<file path="src/rtl/d_phy_transmitter.sv">
// HS-only D-PHY lane transmitter: HS-zero, sync byte, LSB-first payload, optional HS-trail,
// clock-post. Define D_PHY_TRANSMITTER_TRAIL_EN to build the HS-trail state.
module d_phy_transmitter #(
    parameter int unsigned ZERO_BITS    = 16,
    parameter int unsigned TRAIL_BITS   = 8,
    parameter int unsigned POST_PERIODS = 8
) (
    input  logic       clock,
    input  logic       reset,
    input  logic [7:0] data,
    input  logic       valid,
    output logic       ready,
    output logic       clock_p,
    output logic       data_p,
    output logic       active
);

    localparam int unsigned ZeroCycles  = 2 * ZERO_BITS;
    localparam int unsigned TrailCycles = 2 * TRAIL_BITS;
    localparam int unsigned PostCycles  = 4 * POST_PERIODS;
    localparam int unsigned ByteCycles  = 16;
    localparam int unsigned MaxZb       = (ZeroCycles > ByteCycles) ? ZeroCycles : ByteCycles;
    localparam int unsigned MaxZbt      = (MaxZb > TrailCycles) ? MaxZb : TrailCycles;
    localparam int unsigned MaxCycles   = (MaxZbt > PostCycles) ? MaxZbt : PostCycles;
    localparam int unsigned CntW        = $clog2(MaxCycles);
    localparam logic [7:0]  SyncByte    = 8'hB8;

`ifdef D_PHY_TRANSMITTER_TRAIL_EN
    typedef enum logic [2:0] {StIdle, StZero, StSync, StData, StTrail, StPost} state_e;
`else
    typedef enum logic [2:0] {StIdle, StZero, StSync, StData, StPost} state_e;
`endif

    state_e            state_q, state_d;
    logic [CntW-1:0]   cnt_q, cnt_d;
    logic [1:0]        n_q, n_d;
    logic [7:0]        shift_q, shift_d;
    logic [7:0]        hold_q, hold_d;
    logic              hold_full_q, hold_full_d;
    logic              clock_p_q, clock_p_d;
    logic              data_p_q, data_p_d;
    logic              byte_end;

    assign byte_end = (cnt_q == CntW'(ByteCycles - 1));
    assign clock_p  = clock_p_q;
    assign data_p   = data_p_q;
    assign active   = (state_q != StIdle);

    always_ff @(posedge clock) begin
        if (reset) begin
            state_q     <= StIdle;
            cnt_q       <= '0;
            n_q         <= '0;
            shift_q     <= '0;
            hold_q      <= '0;
            hold_full_q <= 1'b0;
            clock_p_q   <= 1'b0;
            data_p_q    <= 1'b0;
        end else begin
            state_q     <= state_d;
            cnt_q       <= cnt_d;
            n_q         <= n_d;
            shift_q     <= shift_d;
            hold_q      <= hold_d;
            hold_full_q <= hold_full_d;
            clock_p_q   <= clock_p_d;
            data_p_q    <= data_p_d;
        end
    end

    // hold_q buffers the next byte; shift_q is the byte on the wire.
    always_comb begin
        state_d     = state_q;
        cnt_d       = cnt_q + CntW'(1);
        n_d         = n_q + 2'd1;
        shift_d     = shift_q;
        hold_d      = hold_q;
        hold_full_d = hold_full_q;
        unique case (state_q)
            StIdle: begin
                cnt_d = '0;
                n_d   = '0;
                if (valid) begin
                    hold_d      = data;
                    hold_full_d = 1'b1;
                    state_d     = StZero;
                end
            end
            StZero: begin
                if (cnt_q == CntW'(ZeroCycles - 1)) begin
                    cnt_d   = '0;
                    state_d = StSync;
                end
            end
            StSync, StData: begin
                if (byte_end) begin
                    cnt_d       = '0;
                    hold_full_d = 1'b0;
                    if (hold_full_q) begin
                        shift_d = hold_q;
                        state_d = StData;
                        if (valid) begin
                            hold_d      = data;
                            hold_full_d = 1'b1;
                        end
                    end else if (valid) begin
                        shift_d = data;
                        state_d = StData;
                    end else begin
`ifdef D_PHY_TRANSMITTER_TRAIL_EN
                        state_d = StTrail;
`else
                        state_d = StPost;
`endif
                    end
                end
            end
`ifdef D_PHY_TRANSMITTER_TRAIL_EN
            StTrail: begin
                if (cnt_q == CntW'(TrailCycles - 1)) begin
                    cnt_d   = '0;
                    state_d = StPost;
                end
            end
`endif
            StPost: begin
                if (cnt_q == CntW'(PostCycles - 1)) begin
                    cnt_d   = '0;
                    state_d = StIdle;
                end
            end
            default: state_d = StIdle;
        endcase
    end

    // Registered outputs are computed from the next state so they line up with it.
    always_comb begin
        clock_p_d = 1'b0;
        data_p_d  = 1'b0;
        ready     = 1'b0;
        // Bit 1 of (n + 1) gives the 0,1,1,0 lane-clock pattern.
        if (state_d != StIdle) begin
            clock_p_d = n_d[1] ^ n_d[0];
        end
        unique case (state_d)
            StSync:  data_p_d = SyncByte[cnt_d[3:1]];
            StData:  data_p_d = shift_d[cnt_d[3:1]];
`ifdef D_PHY_TRANSMITTER_TRAIL_EN
            StTrail: data_p_d = ~shift_d[7];
`endif
            StPost:  data_p_d = data_p_q;
            default: data_p_d = 1'b0;
        endcase
        ready = !reset && ((state_q == StIdle) ||
                           (((state_q == StSync) || (state_q == StData)) && byte_end));
    end

endmodule

</file>
<file path="config.mk">
export PLATFORM = sky130hd
export DESIGN_NAME = d_phy_transmitter
export DESIGN_NICKNAME = d
export VERILOG_FILES = /design/src/rtl/d_phy_transmitter.sv
export SDC_FILE = /design/constraint.sdc
export NUM_CORES = 1
export LEC_CHECK = 0
export CAP_MARGIN = 5
export CORE_MARGIN = 1
export CORE_UTILIZATION = 25
export DETAILED_ROUTE_END_ITERATION = 8
export SLEW_MARGIN = 10
export SYNTH_ARGS = -nofsm -noshare
export SYNTH_HDL_FRONTEND = slang
export SYNTH_SLANG_ARGS = --single-unit
</file>
<file path="constraint.sdc">
create_clock -name clock -period 2.8 [get_ports clock]
set_input_delay 0.56 -clock clock [delete_from_list [all_inputs] [get_ports clock]]
set_output_delay 0.56 -clock clock [all_outputs]
set_load 0.1 [all_outputs]
</file>
==> summary.md <==
| Metric | Value |
|---|---|
| Status | `complete, no violations` |
| Max VDD drop | `221 µV` |
| Initial DRT Pass Iterations | `4` |
| Worst flop-to-flop path endpoint | `data_p` |
| FFs w/ async S/R, synth | `0%` |
| Setup slack, reg-to-reg | `0.18 ns` |
| Lkg Pwr | `0.754 nW` |
| # nets final | `222` |
| ANT nets after route | `0` |
| CTS Buf Count | `5` |
| CTS Buffer Depth | `2` |
| Crit end category | `output port` |
| Largest net degree at the start of global routing | `30` |
| Syn_nets | `204` |
| Hold Startpoint | `n_q[0]` |
| RR Startpoint | `cnt_q[0]` |
| Cell row count | `28` |
| Initial antenna violation count | `0` |
| First-pass GRT wire length | `6260 µm` |
| Port buffer count | `14` |
| Worst setup SP type | `flip-flop` |
| Fin. Hold Viols | `0` |
| Pwr dens | `512 mW/mm²` |
| Number of fillers in the final layout | `665` |
| Yosys warnings | `0` |
| Top_reg_cell synth | `dfxtp_1` |
| Hpwl dp | `2620 µm` |
| Die ar. | `0.00666 mm²` |
| H-tree depth | `2` |
| DR vias | `1,428` |
| Unique cell type count in the Yosys netlist | `46` |
| Slew Limit Fails | `0` |
| Register area share after synthesis | `36.6%` |
| Routability congestion estimate | `0.860` |
| Postcts setup bufs | `0` |
| Skew final | `0.00604 ns` |
| Arr. time, crit path | `2.09 ns` |
| Met3 wire length | `194 µm` |
| CTS tree | `done` |
| Critical Path RT | `2.24 ns` |
| Max-cap violations | `0` |
| Critical path type | `reg2out` |
| DRC violations left | `0` |
| CTS clk-pin slew, worst paths | `0.06 ns` |
| Worst hold path type | `reg2reg` |
| Die height | `81.6 µm` |
| Total negative slack | `0 ns` |
| Area growth syn-to-layout | `24.2%` |
| Unrepaired setup endpoints after global routing | `false` |
| Total Wirelength | `3730 µm` |
| Initial core utilization | `26.3%` |
| Syn_area_per_cell | `8.43 µm²` |
| Root Buffer | `clkbuf_8` |
| Io pins | `15` |
| Tcrit/Tclk final | `94.7%` |
| Fmax | `377 MHz` |
| Flops & latches, synth | `29` |
| Met1 WL | `1810 µm` |
| Core area | `0.00603 mm²` |
| Vias in the first global route | `1,319` |
| Fraction of layout cells with a size suffix above 1 | `15.9%` |
| Routed wl met2 | `1650 µm` |
| Cells after synthesis | `188` |
| Hold Path End | `n_q[0]` |
| Worst-margin pin slew | `0.610 ns` |
| Wire per inst | `13.2 µm` |
| Clk sinks | `29` |
| Mapped Area | `0.00159 mm²` |
| Finish-stage setup viols | `0` |
| Finished Cell Area | `0.00197 mm²` |
| Clk_lat worst skew | `0.28 ns` |
| Worst-path maximum fanout | `6` |
| Die W | `81.6 µm` |
| DRT iter0 DRCs | `135` |
| R2R cell count | `10` |
| Top Metal Used | `met4` |
| Antenna diodes | `0` |
| WHS Path Cells | `1` |
| Vias/cell | `5.06` |
| GRT Overall Usage | `12.6%` |
| Post-synth EDFFs | `0` |
| Global route overflow | `0` |
| Final Critical Period | `2.65 ns` |
| Hold_ws | `0.447 ns` |
| Placed instance area | `0.00183 mm²` |
| Max_slew headroom | `59.3%` |
## cells by family after synthesis
logic type               Yosys count  share of synthesized area, %
adder cells (fa/ha/maj)            5                          3.95
AND/OR/NAND/NOR                   76                          23.8
multiplexers                      12                          7.58
flip-flops                        29                          36.6
AO/OA/AOI/OAI                     47                          22.1
XOR/XNOR                           2                          1.11
buffers and inverters             17                          4.81
## cell usage after synthesis, drive strengths merged (2+ instances only)
library cell | number | area, µm²
a2111oi | 3 | 26.3
a21boi | 2 | 15.0
a21oi | 10 | 50.1
a2bb2oi | 4 | 35.0
a31oi | 2 | 12.5
and2 | 2 | 15.0
buf | 3 | 23.8
clkbuf | 5 | 18.8
dfxtp | 29 | 581
ha | 5 | 62.6
inv | 9 | 33.8
mux2i | 12 | 120
nand2 | 7 | 26.3
nand2b | 2 | 12.5
nand3 | 2 | 10.0
nand3b | 2 | 15.0
nand4b | 2 | 17.5
nor2 | 37 | 144
nor2b | 4 | 25.0
nor3 | 10 | 50.1
nor4 | 2 | 12.5
o21ai | 4 | 20.0
o22a | 2 | 17.5
o22ai | 12 | 75.1
## metrics by stage
stage	utilization (%)	std cells	setup slack (ns)	power [W]
finish	32.7	282	0.150	0.00101
global route	32.7	282	0.0139	0.00105
CTS	32.3	282	0.0238	0.00102
detailed placement	30.3	274	0.0897	0.000564
global placement	30.3	274	0.122	0.000564
floorplan	-	188	0.247	0.000524
## layout make-up
class | count | area, µm² | share of cell area [%]
clock inverter | 1 | 30.0 | 1.52
multi-input combinational | 142 | 965 | 49.0
clock buffer | 7 | 86.3 | 4.38
tap | 75 | 93.8 | 4.76
sequential | 29 | 581 | 29.5
inverter | 9 | 33.8 | 1.72
timing repair buffer | 19 | 180 | 9.15
## routing by layer
metal	track usage, %	vias to the layer above
li1	-	721
met1	16.1	659
met2	19.7	41
met3	3.33	7
met4	5.79	0
met5	0	-
## critical path, cell delays in order, from the launching register on
cell	delay, ns
dfxtp_1	0.39
ha_2	0.25
and3_2	0.26
ha_4	0.18
nand3b_1	0.14
buf_4	0.23
a21oi_4	0.17
buf_12	0.19
## cell usage in the layout (no fill, tap or decap), types with 2 or more instances in the layout
| cell type | n |
|---|---|
| nor4_1 | 2 |
| a2bb2oi_1 | 4 |
| nand3b_1 | 2 |
| o21ai_0 | 4 |
| clkdlybuf4s50_1 | 10 |
| a21oi_1 | 9 |
| o22a_1 | 2 |
| ha_2 | 2 |
| a2111oi_0 | 2 |
| nor2_1 | 35 |
| nand3_1 | 2 |
| nor2b_1 | 4 |
| ha_1 | 2 |
| nand2b_1 | 2 |
| inv_2 | 3 |
| inv_1 | 6 |
| mux2i_1 | 12 |
| dfxtp_1 | 29 |
| o22ai_1 | 12 |
| nand2_1 | 7 |
| buf_4 | 8 |
| nor2_2 | 2 |
| nor3_1 | 9 |
| nand4b_1 | 2 |
| a31oi_1 | 2 |
| clkbuf_8 | 6 |
## how the worst max path moves through the flow
stage | cells past startpoint | to | slack [ns] | from
final | 7 | ready | 0.15 | cnt_q[0]
after CTS | 7 | ready | 0.02 | cnt_q[0]
after global placement | 10 | data_p | 0.12 | cnt_q[0]
after detailed placement | 10 | data_p | 0.09 | cnt_q[0]
after floorplan | 4 | ready | 0.25 | state_q[1]
after global routing | 10 | data_p | 0.01 | cnt_q[0]
## power breakdown
| part | switching [W] | internal, W |
|---|---|---|
| clock | 0.000163 | 0.000290 |
| combinational | 0.0000714 | 0.0000517 |
| sequential | 0.00000880 | 0.000425 |
| total | 0.000243 | 0.000766 |
## state kept, by name, indices dropped and copies added, names as in the netlist
name and flops:
hold_q 8, shift_q 8, cnt_q 5, state_q 3
n_q 2, clock_p 1, data_p 1, hold_full_q 1
## what timing repair did
item,in CTS,in global routing
endpoints found under the setup margin,1,2
endpoints found under the hold margin,0,0
hold buffers,0,0
gates resized for setup,1,6
Power figures use the tool's default switching activity.
